<file path="config.mk">
export PLATFORM = sky130hd
export DESIGN_NAME = remote_encoder_flat
export DESIGN_NICKNAME = d
export VERILOG_FILES = /design/src/rtl/remote_pkg.sv /design/src/rtl/remote_encoder_if.sv /design/src/rtl/quadrature_counter.sv /design/src/rtl/remote_encoder.sv /design/src/flat_wrapper.sv
export SDC_FILE = /design/constraint.sdc
export NUM_CORES = 1
export LEC_CHECK = 0
export ABC_AREA = 1
export CORE_MARGIN = 2
export CORE_UTILIZATION = 25
export CTS_CLUSTER_SIZE = 40
export DETAILED_ROUTE_END_ITERATION = 8
export GPL_TIMING_DRIVEN = 0
export PLACE_DENSITY = 0.45
export SKIP_LAST_GASP = 1
export SYNTH_ARGS = -nofsm -noshare
export SYNTH_HDL_FRONTEND = slang
export SYNTH_HIERARCHICAL = 1
export SYNTH_SLANG_ARGS = --single-unit
</file>
<file path="constraint.sdc">
create_clock -name Clk -period 2.55 [get_ports Clk]
set_input_delay 0.765 -clock Clk [delete_from_list [all_inputs] [get_ports Clk]]
set_output_delay 0.765 -clock Clk [all_outputs]
set_load 0.02 [all_outputs]
</file>
<file path="src/rtl/remote_pkg.sv">
// Shared definitions for the remote link: timing defaults, frame layout,
// serialiser states and small helpers used by both link ends.
package remote_pkg;

  localparam int DEFAULT_HALF_BIT    = 20000;
  localparam int DEFAULT_SYNC_HALVES = 4;

  localparam int FRAME_BITS  = 16;
  localparam int FRAME_HALVES = 2 * FRAME_BITS;

  localparam int BTN_MSB    = 15;
  localparam int BTN_LSB    = 12;
  localparam int KNOB_MSB   = 11;
  localparam int KNOB_LSB   = 4;
  localparam int PARITY_BIT = 0;

  typedef enum logic [1:0] {
    SYNC,
    DATA,
    TAIL
  } state_t;

  // Quadrature phase pair {A,B} to its position in the 00,01,11,10 cycle.
  function automatic logic [1:0] gray_to_bin(input logic [1:0] g);
    return {g[1], g[1] ^ g[0]};
  endfunction

  // Assemble the frame word; the parity bit makes the XOR of all bits 1.
  function automatic logic [FRAME_BITS-1:0] build_frame(input logic [3:0] buttons,
                                                        input logic [7:0] position);
    logic [FRAME_BITS-1:0] f;
    f                    = '0;
    f[BTN_MSB:BTN_LSB]   = buttons;
    f[KNOB_MSB:KNOB_LSB] = position;
    f[PARITY_BIT]        = ~^f;
    return f;
  endfunction

endpackage

</file>
<file path="src/rtl/remote_encoder_if.sv">
// Remote-side signals: raw user inputs in, serial line and frame flag out.
interface remote_encoder_if;
  logic [3:0] Buttons;
  logic       KnobA;
  logic       KnobB;
  logic       Output;
  logic       Sending;

  modport master (
    input  Buttons,
    input  KnobA,
    input  KnobB,
    output Output,
    output Sending
  );

  modport slave (
    output Buttons,
    output KnobA,
    output KnobB,
    input  Output,
    input  Sending
  );
endinterface

</file>
<file path="src/rtl/quadrature_counter.sv">
// Input synchroniser, quadrature step decode and 8-bit rotary position.
module quadrature_counter
  import remote_pkg::*;
(
  input  logic       Clk,
  input  logic       nReset,
  input  logic [3:0] buttons_in,
  input  logic       knob_a,
  input  logic       knob_b,
  output logic [3:0] buttons,
  output logic [7:0] position
);

  logic [5:0] sync1;
  logic [5:0] sync2;
  logic [1:0] prev_ab;
  logic [1:0] cur_ab;
  logic [1:0] cur_bin;
  logic [1:0] prev_bin;
  logic       step_up;
  logic       step_down;

  // Two-stage synchroniser for all asynchronous inputs.
  always_ff @(posedge Clk) begin
    // NOTE: sequential state uses non-blocking assignments so every flop
    // samples the pre-edge values regardless of statement order.
    if (!nReset) begin
      sync1 <= '0;
      sync2 <= '0;
    end else begin
      sync1 <= {buttons_in, knob_a, knob_b};
      sync2 <= sync1;
    end
  end

  assign buttons = sync2[5:2];
  assign cur_ab  = sync2[1:0];

  // A single-phase change one place forward or back in the Gray cycle is a
  // step; a two-phase jump lands two places away and matches neither.
  always_comb begin
    cur_bin   = gray_to_bin(cur_ab);
    prev_bin  = gray_to_bin(prev_ab);
    step_up   = (cur_bin == prev_bin + 2'd1);
    step_down = (prev_bin == cur_bin + 2'd1);
  end

  // Previous phase pair and the wrapping position counter.
  always_ff @(posedge Clk) begin
    if (!nReset) begin
      prev_ab  <= '0;
      position <= '0;
    end else begin
      prev_ab <= cur_ab;
      if (step_up) begin
        position <= position + 8'd1;
      end else if (step_down) begin
        position <= position - 8'd1;
      end
    end
  end

endmodule

</file>
<file path="src/rtl/remote_encoder.sv">
// Remote transmitter: frame snapshot with odd parity and a differential-biphase
// serialiser framed by a low sync gap and a hold tail.
module remote_encoder
  import remote_pkg::*;
#(
  parameter int HALF_BIT    = DEFAULT_HALF_BIT,
  parameter int SYNC_HALVES = DEFAULT_SYNC_HALVES
) (
  input  logic             Clk,
  input  logic             nReset,
  remote_encoder_if.master link
);

  localparam int CW = (HALF_BIT > 1) ? $clog2(HALF_BIT) : 1;
  localparam logic [CW-1:0] CNT_LAST  = CW'(HALF_BIT - 1);
  localparam logic [4:0]    SYNC_LAST = 5'(SYNC_HALVES - 1);
  localparam logic [4:0]    HALF_LAST = 5'(FRAME_HALVES - 1);

  logic [3:0]            buttons;
  logic [7:0]            position;
  logic [FRAME_BITS-1:0] frame_word;

  state_t                state_q,   state_d;
  logic [CW-1:0]         cnt_q,     cnt_d;
  logic [4:0]            idx_q,     idx_d;
  logic                  out_q,     out_d;
  logic                  sending_q, sending_d;
  logic [FRAME_BITS-1:0] f_q,       f_d;

  logic                  half_end;
  logic [4:0]            next_half;

  quadrature_counter u_quad (
    .Clk        (Clk),
    .nReset     (nReset),
    .buttons_in (link.Buttons),
    .knob_a     (link.KnobA),
    .knob_b     (link.KnobB),
    .buttons    (buttons),
    .position   (position)
  );

  assign frame_word = build_frame(buttons, position);
  assign half_end   = (cnt_q == CNT_LAST);
  assign next_half  = idx_q + 5'd1;

  // Serialiser next-state: half-bit timing, line edges and snapshot load.
  always_comb begin
    // NOTE: every output of this block gets a default first, so no path can
    // leave a signal unassigned and infer a latch.
    state_d   = state_q;
    cnt_d     = half_end ? '0 : cnt_q + CW'(1);
    idx_d     = idx_q;
    out_d     = out_q;
    sending_d = sending_q;
    f_d       = f_q;

    case (state_q)
      SYNC: begin
        out_d = 1'b0;
        if (half_end) begin
          if (idx_q == SYNC_LAST) begin
            // Line is low here, so the leading boundary edge always rises.
            state_d   = DATA;
            idx_d     = '0;
            f_d       = frame_word;
            out_d     = 1'b1;
            sending_d = 1'b1;
          end else begin
            idx_d = next_half;
          end
        end
      end

      DATA: begin
        if (half_end) begin
          if (idx_q == HALF_LAST) begin
            state_d   = TAIL;
            idx_d     = '0;
            out_d     = ~out_q;
            sending_d = 1'b0;
          end else begin
            idx_d = next_half;
            // Even halves start a bit; odd halves are mid-bit for bit
            // 15 - next_half[4:1], which is its bitwise complement.
            if (!next_half[0] || f_q[~next_half[4:1]]) begin
              out_d = ~out_q;
            end
          end
        end
      end

      TAIL: begin
        if (half_end) begin
          if (idx_q == SYNC_LAST) begin
            state_d = SYNC;
            idx_d   = '0;
            out_d   = 1'b0;
          end else begin
            idx_d = next_half;
          end
        end
      end

      default: begin
        state_d   = SYNC;
        cnt_d     = '0;
        idx_d     = '0;
        out_d     = 1'b0;
        sending_d = 1'b0;
      end
    endcase
  end

  // Serialiser registers; reset abandons any frame in progress.
  always_ff @(posedge Clk) begin
    if (!nReset) begin
      state_q   <= SYNC;
      cnt_q     <= '0;
      idx_q     <= '0;
      out_q     <= 1'b0;
      sending_q <= 1'b0;
      f_q       <= '0;
    end else begin
      state_q   <= state_d;
      cnt_q     <= cnt_d;
      idx_q     <= idx_d;
      out_q     <= out_d;
      sending_q <= sending_d;
      f_q       <= f_d;
    end
  end

  assign link.Output  = out_q;
  assign link.Sending = sending_q;

endmodule

</file>
<file path="src/flat_wrapper.sv">
// flat-port wrapper written by rule: the top's interface ports become plain ports
module remote_encoder_flat import remote_pkg::*;
#(
  parameter int HALF_BIT    = DEFAULT_HALF_BIT,
  parameter int SYNC_HALVES = DEFAULT_SYNC_HALVES
)
  (Clk, nReset, link_Buttons, link_KnobA, link_KnobB, link_Output, link_Sending);
  remote_encoder_if link_i ();
  input  logic Clk;
  input  logic nReset;
  input wire logic [$bits(link_i.Buttons)-1:0] link_Buttons;
  input wire logic [$bits(link_i.KnobA)-1:0] link_KnobA;
  input wire logic [$bits(link_i.KnobB)-1:0] link_KnobB;
  output wire logic [$bits(link_i.Output)-1:0] link_Output;
  output wire logic [$bits(link_i.Sending)-1:0] link_Sending;
  assign link_i.Buttons = link_Buttons;
  assign link_i.KnobA = link_KnobA;
  assign link_i.KnobB = link_KnobB;
  assign link_Output = link_i.Output;
  assign link_Sending = link_i.Sending;
  remote_encoder #(.HALF_BIT(HALF_BIT), .SYNC_HALVES(SYNC_HALVES)) u_core (.Clk(Clk), .nReset(nReset), .link(link_i));
endmodule
</file>
# == Word-level counts from Yosys, hierarchy flattened ==
# Cells that the tools add are included.
# word_totals
word_cells,81
rom_bits,0
latch_bits,0
n_memories,0
in_bits,8
reg_bits,59
ram_bits,0
# classes
mux,29
n_mul,0
bitwise,7
add_sub_neg,6
reduce_logical,13
eq_ne,15
div,0
shifts,0
magnitude_cmp,1
# op_table
op,count
$mux W5,4
$mux W8,2
$reduce_xnor A16 Y1,1
$add A15 B1 Y15 const B,1
$eq A15 B15 Y1 const B,1
$ne A2 B1 Y1 const B,7
$mux W1,12
$mux W2,6
$pmux W5 S2,1
$add A8 B1 Y8 const B,1
$sub A8 B1 Y8 const B,1
$pmux W1 S3,2
$pmux W2 S3,1
$reduce_and A6 Y1,1
$reduce_or A3 Y1,2
$add A5 B1 Y5 const B,1
$eq A5 B2 Y1 const B,1
$eq A5 B5 Y1 const B,1
$lt A4 B5 Y1 const B,1
$reduce_and A5 Y1,1
$add A2 B1 Y2 const B,2
$bmux W1 S4,1
$eq A2 B2 Y1,2
$not A1 Y1,4
other kinds (13),14

# == Depth between registers and ports, before layout ==
# Gate-level depths: netlist of the first run.
# depth
word_depth,9
ltp_mapped,12
mapped_depth_nobuf,12

# == Modules after synthesis ==
# The synthesis of the first run kept the hierarchy.
# by_module_without_submodules
mod,cells_each,area_per_inst_um2,n_inst,seq_area_each_um2
remote_encoder,278,2035.7,1,740.7
quadrature_counter,150,1117.3,1,440.4

# == Worst setup path before layout of the first run ==
# Ideal clock, no wire load.
# synth_path
path_type,register to register
from,register u_core.u_quad.sync2[0]
to,register u_core.u_quad.position[7]
t_arrival_ns,1.865
path_stages_with_launch,10
setup_slack_ns,0.570
synth_period_minus_slack_ns,1.980
required_ns,2.435
path_cell_list,dfxtp_1 inv_1 nand2_1 nand4_1 ha_1 or2_2 nand3_1 nand3_1 a21oi_1 nor2_1
# synth_between
elab_chain_len,4
word_cells_on_any_way,6
# synth_rtl
item,line_no,source
from (decl),quadrature_counter.sv:15,logic [5:0] sync2;
from (signal assigned),quadrature_counter.sv:32,sync2 <= sync1;
$xor A1 B1 Y1 (*),remote_pkg.sv:25,"return {g[1], g[1] ^ g[0]};"
$add A2 B1 Y2,quadrature_counter.sv:45,step_down = (prev_bin == cur_bin + 2'd1);
$eq A2 B2 Y1,quadrature_counter.sv:45,
$reduce_bool A2 Y1 (no source line),n/a,
to (signal assigned),quadrature_counter.sv:56,position <= position + 8'd1;
to (signal assigned),quadrature_counter.sv:58,position <= position - 8'd1;
to (decl),quadrature_counter.sv:11,output logic [7:0] position
# Every way passes the cells marked *; elsewhere a longest branch is shown, timed or not.
# A chain may end at the register's enable or synchronous reset.

# == Worst setup path after layout of the first run ==
# Ends and elaborated chain as after synthesis.

==> results.cfg, run 1 <==
[floorplanning]
die-area_um2 = 13530
die_y_um = 116.3
core_region_area_um2 = 12470
start_util_pct = 25.29
num_rows = 41
fp.dieW_um = 116.3
io_pins = 10

[grt]
grt_pass1_vias = 2432
grt_usage_pct = 10.60
grt-ovfl-total = 0
antenna_found_initial = 0
grt_max_degree = 13
grt_pass1_wl_um = 11090

[pwr]
leakage_nw = 1.693
p_per_area_nw_per_um2 = 717.8
p_clk_share_pct = 48.6
pwr-share-seq_pct = 36.9
combPwrFrac_pct = 14.5
swShare_pct = 26.56
p_sw_mw = 0.7217
vdd_drop_max_mv = 0.3547
p_int_mw = 1.995

[route]
drt_wl_total_um = 6471
drcViolationCount = 0
viasPerCell = 4.176
vias = 2610
drt_iter0_markers = 127
first_pass_iters = 4
ant_nets = 0
wl_per_cell_um = 10.35

[timing]
finalHoldViolations = 0
max_freq_ghz = 0.4461
final.min_clock_period_ps = 2241
drv_slew = 0
final.setup.tns_ps = 0
slew_headroom_pct = 72.42
finalSetupViolations = 0
finClkSkew_ps = 6.943
rsz0062_at_grt = false
hold_ws_ps = 406.7
finalCritPeriodShare_pct = 87.90
worst_pin_slew_ps = 412.4

[finish]
finalNetCount = 466
fillers = 1365
layout_common_cells = nand2_1 (95), dfxtp_1 (59), inv_1 (58)
antennaDiodeCount = 0
seqCellArea_um2 = 1181
drive_gt1_share_pct = 14.13
multi_input_area_um2 = 1629
area_delta_synth_final_pct = 20.04
layout_commonest_cell = nand2_1

[synthesis]
ys_warn_count = 6
seq_area_frac_synth_pct = 37.46
ys_types = 43
yosysTopAreaCell = dfxtp_1
synthTopCellsByArea = dfxtp_1 (37%), nand2_1 (11%), inv_1 (6.9%)
synth_edf_count = 0
async_reset_ff_share_pct = 0
syn-num-nets = 446
yosys.area.top_type_share_pct = 37.46
synth_area_per_cell_um2 = 7.367
ys.flop_type = dfxtp_1
syn_area_um2 = 3153
ys_ff_latch = 59
synth_cells = 428

[critical_path]
path_max_fanout = 8
end_kind = flop
critPathKind = reg -> reg
start_kind = flop
cp.arrival_ps = 2470
rr_worst_depth = 9
reg2reg_slack_ps = 310
r2r-end = u_core/u_quad/position[7]$_SDFFE_PN0P_
reg2reg_from = u_core/u_quad/sync2[0]$_SDFF_PN0_
worstPathRequired_ps = 2780

[clock_tree]
cts-root-buf = clkbuf_16
cts.clk_slew.worst_paths_ps = 60
clk_path_buf_depth = 2
cts_resized = 0
cts.sinks = 59
cts_made_buffers = 9
post_cts_buffers = 0
ctsHoldBuffers = 0
h-tree-depth = 3
clk_latency_ps = 330
cts_tree = yes

[placed_design]
port-buffer-count = 9
place.gp.congestion = 0.8251
dp_hpwl_um = 4796

[worst_hold_path]
hold_path.startpoint = u_core/u_quad/sync1[0]$_SDFF_PN0_
whs_endpoint = u_core/u_quad/sync2[0]$_SDFF_PN0_
hold_depth = 2
hp-class = reg -> reg

[job]
max-cap-violations = 0

[outcome]
status = finished, final reports clean
[area by class of cell]
class / count / area share [%]
clock inverter: 7 / 2.678
timing repair buffer: 9 / 2.380
sequential: 59 / 31.21
buffer: 11 / 2.347
inverter: 65 / 6.711
clock buffer: 9 / 5.950
tap: 172 / 5.686
multi-input combinational: 293 / 43.04
[state kept, by name, summed over array words and instances (netlist names)]
name	flops
u_core/cnt_q	15
u_core/f_q	13
u_core/idx_q	5
u_core/link.Output	1
u_core/link.Sending	1
u_core/state_q	2
u_core/u_quad/position	8
u_core/u_quad/prev_ab	2
u_core/u_quad/sync1	6
u_core/u_quad/sync2	6
[through the flow]
step	power (mW)	setup WS (ps)	instance area, um^2	util, %	cells
after floorplan	1.333	570.4	3153	-	428
after global placement	1.413	118.6	3458	27.74	609
after detailed placement	1.418	108.9	3458	27.74	609
after CTS	2.764	278.3	3785	30.36	625
after global routing	2.873	66.63	3785	30.36	625
final	2.717	308.6	3785	30.36	625
[layer usage]
layer  wire [um]  GRT usage, %
met2        3024         17.52
met3         277         4.567
met4          63         2.619
met1        3104         12.73
met5           0             0
[cell families (layout without fill, tap and decap cells)]
group | Yosys count | after routing | synth area share, %
xor gates and xnor gates | 20 | 20 | 5.556
buffers and inverters | 76 | 101 | 10.87
and+or+nand+nor | 202 | 202 | 31.03
adders and majority gates | 10 | 10 | 4.206
AOI/OAI and AO/OA | 61 | 61 | 10.87
DFF | 59 | 59 | 37.46
[worst max-delay path, cell delays in order, from the launching register on]
cell and delay (ps):
dfxtp_1 410, inv_1 60, nand2_1 80, nand4_1 350, ha_1 480, or2_2 310, nand3_1 120, nand3_1 110
a21oi_1 160, nor2_1 60
[Yosys cell counts (all sizes together) (2+ instances only)]
| master | instances |
|---|---|
| nand4 | 10 |
| xnor2 | 11 |
| or2 | 6 |
| clkinv | 2 |
| clkbuf | 3 |
| inv | 63 |
| nand3 | 33 |
| nand3b | 2 |
| xor2 | 9 |
| nor3 | 4 |
| dfxtp | 59 |
| buf | 8 |
| a21oi | 26 |
| ha | 9 |
| nor2 | 45 |
| o21ai | 32 |
| nand2 | 99 |
[power groups by stage]
stage                     Clock, mW  Combinational, mW  Sequential [mW]
after global routing           1.41              0.454             1.01
final                          1.32              0.394             1.00
after detailed placement          0              0.394             1.02
after CTS                      1.36              0.398             1.00
after floorplan                   0              0.319             1.01
after global placement            0              0.390             1.02
[how the worst max path moves through the flow]
stage / startpoint / endpoint / depth (start not counted)
global route: u_core/u_quad/sync2[0]$_SDFF_PN0_ / u_core/u_quad/position[7]$_SDFFE_PN0P_ / 11
global placement: nReset / u_core/cnt_q[2]$_SDFF_PP0_ / 7
detailed placement: nReset / u_core/cnt_q[2]$_SDFF_PP0_ / 7
floorplan: u_core/u_quad/sync2[0]$_SDFF_PN0_ / u_core/u_quad/position[7]$_SDFFE_PN0P_ / 9
CTS: u_core/u_quad/sync2[0]$_SDFF_PN0_ / u_core/u_quad/position[7]$_SDFFE_PN0P_ / 9
finish: u_core/u_quad/sync2[0]$_SDFF_PN0_ / u_core/u_quad/position[7]$_SDFFE_PN0P_ / 9
(Power assumes the default switching activity.)
==> inputs of run 2 (changes only) <==
--- a/config.mk
+++ b/config.mk
@@ -8,6 +8,7 @@
 export ABC_AREA = 1
 export CORE_MARGIN = 2
 export CORE_UTILIZATION = 25
+export CTS_CLUSTER_DIAMETER = 150
 export CTS_CLUSTER_SIZE = 40
 export DETAILED_ROUTE_END_ITERATION = 8
 export GPL_TIMING_DRIVEN = 0
==> results of run 2 <==
Final layout, timing and power as in run 1 (identical DEF).
==> patch 1: new RTL, settings of run 1 <==
Encoding of `state_t`: now one-hot (3 bits for 3 states).
--- a/src/rtl/remote_pkg.sv
+++ b/src/rtl/remote_pkg.sv
@@ -16,6 +16,6 @@
 
-  typedef enum logic [1:0] {
-    SYNC,
-    DATA,
-    TAIL
+  typedef enum logic [2:0] {
+    SYNC = 3'b001,
+    DATA = 3'b010,
+    TAIL = 3'b100
   } state_t;
Formal check against the unedited RTL: no difference found for any inputs over 10 cycles, from zero or initial values and one cycle with nReset low; not proved beyond that.
==> patch 1 against run 1 <==
Sequential cell count grew 1. Cell count grew 1.9%. Count of clock-buffer cells in the layout grew 1. Worst setup slack lost 0.10 ns. Total power shrank 3.5%. Routed wire length shrank 0.43%. Clock power shrank 5%. Synthesized cell count grew 3.0%. Synthesized area grew 0.40%. Final area shrank 0.20%. Non-clock buffer count is the same. Clock skew shrank 0.0021 ns.
==> patch 1: results (changes against run 1) <==
* Met1 WL at 3.285 mm (+5.8%)
* Status: finished, final reports clean
* Final instance count without filler cells at 637 (+1.9%)
* Layout cell share with drive strength beyond 1 at 10.54% (-3.6 points)
* Slew headroom at 61.17% (-11 points)
* Sequential area share after synthesis at 37.94% (+0.48 points)
* DR WL met2 at 2.877 mm (-4.9%)
* Post-Synth Adder-Cell Area at 4.190% (-0.017 points)
* Sw Share at 24.79% (-1.8 points)
* DP Wirelength at 4.697 mm (-2.1%)
* Dpl cells at 622 (+2.1%)
* First-pass GRT wire length at 11.37 mm (+2.6%)
* Worst vdd ir at 377.0 µV (+6.3%)
* Post-Syn Nets at 459 (+2.9%)
* Worst slack, placed at 0.1722 ns (+0.06333 ns)
* Static Leakage at 1.734 nW (+2.4%)
* Commonest cells in the netlist: nand2_1 (105), inv_1 (66), dfxtp_1 (60)
* WL met3 at 202 µm (-27%)
* Cell Area, Placed at 0.003471 mm² (+0.36%)
* Final hold slack at 0.4080 ns (+0.001308 ns)
* 1st-iter DRT viols at 116 (-8.7%)
* Setup Skew at 0.004836 ns (-0.002107 ns)
* Slowest stage delay, CP at 0.51 ns (+0.03 ns)
* Synth top area cells: dfxtp_1 (38%), nand2_1 (12%), inv_1 (7.8%), nor2_1 (5.2%), nand3_1 (4.6%)
* Routing usage on met1 at 13.37% (+0.64 points)
* Arrival @ worst endpoint at 2.56 ns (+0.09 ns)
[patch 1: changes by cell type in the layout (fill, tap and decap cells not counted), moves of 4 or more]
cell / delta
a211oi_1: +4
o21ai_0: -5
inv_1: +8
a21oi_2: -4
nand2_1: +10
nor3_2: +4
nor2_2: -4
clkinv_4: -4
nor2_1: +6
[patch 1: power groups by stage]
| stage | clock, mW | sequential [mW] | combinational (mW) |
|---|---|---|---|
| finish | 1.25 | 1.02 | 0.350 |
| global route | 1.34 | 1.03 | 0.405 |
| CTS | 1.30 | 1.02 | 0.352 |
| detailed placement | 0 | 1.04 | 0.347 |
| global placement | 0 | 1.04 | 0.348 |
| floorplan | 0 | 1.02 | 0.283 |
[patch 1: layout make-up]
class | instances | area (µm²)
Buffer | 11 | 86.33
Clock buffer | 10 | 229.0
Clock inverter | 5 | 77.57
Fill cell | 1348 | 8688
Inverter | 70 | 262.8
Multi-Input combinational cell | 300 | 1615
Sequential cell | 60 | 1201
Tap cell | 172 | 215.2
Timing Repair Buffer | 9 | 90.09
[patch 1: critical path: cells and delay by family (launching register included)]
kind	cells	cell delay, ns
adder cells (fa/ha/maj)	1	0.51
flip-flops	1	0.41
buffers and inverters	1	0.06
AND/OR/NAND/NOR	9	1.25
[patch 1: final timing paths]
check | startpoint | endpoint | depth (start not counted)
max | u_core/u_quad/sync2[0]$_SDFF_PN0_ | u_core/u_quad/position[7]$_SDFFE_PN0P_ | 11
min | u_core/u_quad/sync1[5]$_SDFF_PN0_ | u_core/u_quad/sync2[5]$_SDFF_PN0_ | 2
max reg2reg | u_core/u_quad/sync2[0]$_SDFF_PN0_ | u_core/u_quad/position[7]$_SDFFE_PN0P_ | 11
min reg2reg | u_core/u_quad/sync1[5]$_SDFF_PN0_ | u_core/u_quad/sync2[5]$_SDFF_PN0_ | 2
==> patch 2: new RTL, flow settings as in run 1 <==
Made on the original files. The package constant `PARITY_BIT` goes from 0 to 1.
--- a/src/rtl/remote_pkg.sv
+++ b/src/rtl/remote_pkg.sv
@@ -14,3 +14,3 @@
   localparam int KNOB_LSB   = 4;
-  localparam int PARITY_BIT = 0;
+  localparam int PARITY_BIT = 1;
 
Behaviour: no difference found for any inputs over 10 cycles, from zero or initial values and one cycle with nReset low; that may be too few to reach the edited logic, so the function may still have changed.
==> patch 2 against run 1 <==
Routed wire length up 1.3%. Total power down 7.6%. Die area down 0.81%. Global-route usage up 0.39 points. Maximum frequency down 0.59%. Synthesized area down 0.83%. Count of clock-buffer cells in the layout unchanged. Clock skew down 0.0012 ns. Via count up 0.77%. Sequential cell count unchanged. Final area down 1.5%. Worst setup slack worse by 0.013 ns. Register-to-register slack better by 0.14 ns. Critical path type is now input port to register. Largest cell class unchanged.
==> patch 2: results (changes against run 1) <==
* Arrival @ worst endpoint at 2.51 ns (+0.04 ns)
* Mapped Avg Cell Area at 7.288 µm² (-1.1%)
* Static Leakage at 1.680 nW (-0.79%)
* Least-Margin Pin Slew at 0.5505 ns (+0.1380 ns)
* First-pass GRT wire length at 11.44 mm (+3.2%)
* Post-Syn Nets at 447 (+0.22%)
* Worst slack, placed at -0.07999 ns (-0.1889 ns)
* NumNets Final at 470 (+0.86%)
* Fraction of area in multi-input gates at 43.15% (+0.11 points)
* Mux cell area share after synthesis at 0% (unchanged)
* Vias in the first global route at 2499 (+2.8%)
* Layout cell share with drive strength beyond 1 at 14.44% (+0.31 points)
* Sequential area share after synthesis at 37.78% (+0.31 points)
* Cell Area, Placed at 0.003427 mm² (-0.90%)
* Plain + repair buffers at 23 (+15%)
* Clock sinks at 59 (unchanged)
* Synth Area in Compound Gates at 10.88% (+0.011 points)
* Post-Synth Adder-Cell Area at 4.242% (+0.035 points)
* Routability congestion estimate at 0.7784 (-5.7%)
* Setup Skew at 0.005695 ns (-0.001248 ns)
* Worst vdd ir at 358.9 µV (+1.2%)
* Multi-input gate area at 0.001609 mm² (-1.2%)
* Filler Cell Count at 1355 (-0.73%)
* Via count at 2630 (+0.77%)
* 1st-iter DRT viols at 93 (-27%)
* Tap Cells at 168 (-2.3%)
* Final wirelength at 6.558 mm (+1.3%)
* Vias per std cell at 4.208 (+0.77%)
* Synth top area cells: dfxtp_1 (38%), nand2_1 (11%), inv_1 (7.0%), nand3_1 (4.8%), nor2_1 (4.8%)
* Register share of the cell area at 31.68% (+0.47 points)
* Distinct cells, synth at 41 (-4.7%)
* Commonest cells in the netlist: nand2_1 (94), dfxtp_1 (59), inv_1 (58)
* Clk pin slew, worst setup/hold paths at 0.06 ns (about the same)
* GRT Total Usage at 10.99% (+0.39 points)
* XOR/XNOR Fraction of Synth Area at 5.602% (+0.047 points)
* Non-clock buffer share of cell area at 5.268% (+0.54 points)
* Clk tree area frac at 7.483% (-1.1 points)
* Router iterations before antenna repair at 4 (unchanged)
* Worst R2R Path Depth at 11 (+2)
* Crit path max fanout at 12 (+4)
* Dpl cells at 606 (-0.49%)
* Top flop regs: u_core/cnt_q x15, u_core/f_q x13, u_core/u_quad/position x8
* Sw Share at 28.51% (+1.9 points)
* Signal inverters at 66 (+1.5%)
* Status: finished, final reports clean
* Multi-input gate count at 293 (unchanged)
* DP Wirelength at 4.844 mm (+1.0%)
## patch 2: worst max-delay path: stages
cell,delay [ns]
clkdlybuf4s50_1,0.81
inv_1,0.26
nor2_4,0.28
clkinv_4,0.12
buf_6,0.17
nor3_2,0.09
## patch 2: layer usage
metal | wire length [µm] | share of wire [%] | track usage (%)
met4 | 69 | 1.1 | 3.968
met5 | 0 | 0 | 0
met1 | 3237 | 49 | 14.01
met2 | 3011 | 46 | 17.50
met3 | 239 | 3.6 | 3.504
## patch 2: timing repair
item,CTS,global route
hold buffers,0,0
setup endpoints to repair,0,1
setup buffers,0,3
## patch 2: worst paths after layout
kind | start | endpoint | slack (ns)
setup / recovery | nReset | u_core/cnt_q[2]$_SDFF_PP0_ | 0.30
hold / removal | u_core/u_quad/sync1[0]$_SDFF_PN0_ | u_core/u_quad/sync2[0]$_SDFF_PN0_ | 0.41
setup reg to reg | u_core/u_quad/sync2[0]$_SDFF_PN0_ | u_core/u_quad/position[7]$_SDFFE_PN0P_ | 0.45
hold reg to reg | u_core/u_quad/sync1[0]$_SDFF_PN0_ | u_core/u_quad/sync2[0]$_SDFF_PN0_ | 0.41
## patch 2: kinds of logic (layout without fill, tap and decap cells)
| group | count (synthesis) | count (layout) |
|---|---|---|
| and+or+nand+nor | 202 | 202 |
| buffers and inverters | 77 | 105 |
| AOI/OAI and AO/OA | 61 | 61 |
| DFF | 59 | 59 |
| xor gates and xnor gates | 20 | 20 |
| adders and majority gates | 10 | 10 |
## patch 2: power groups by stage
stage	registers (mW)	logic (mW)	clock network (mW)
after floorplan	1.01	0.313	0
after global placement	1.02	0.391	0
after detailed placement	1.02	0.393	0
after CTS	1.00	0.398	1.15
after global routing	1.01	0.459	1.19
final	1.00	0.397	1.11
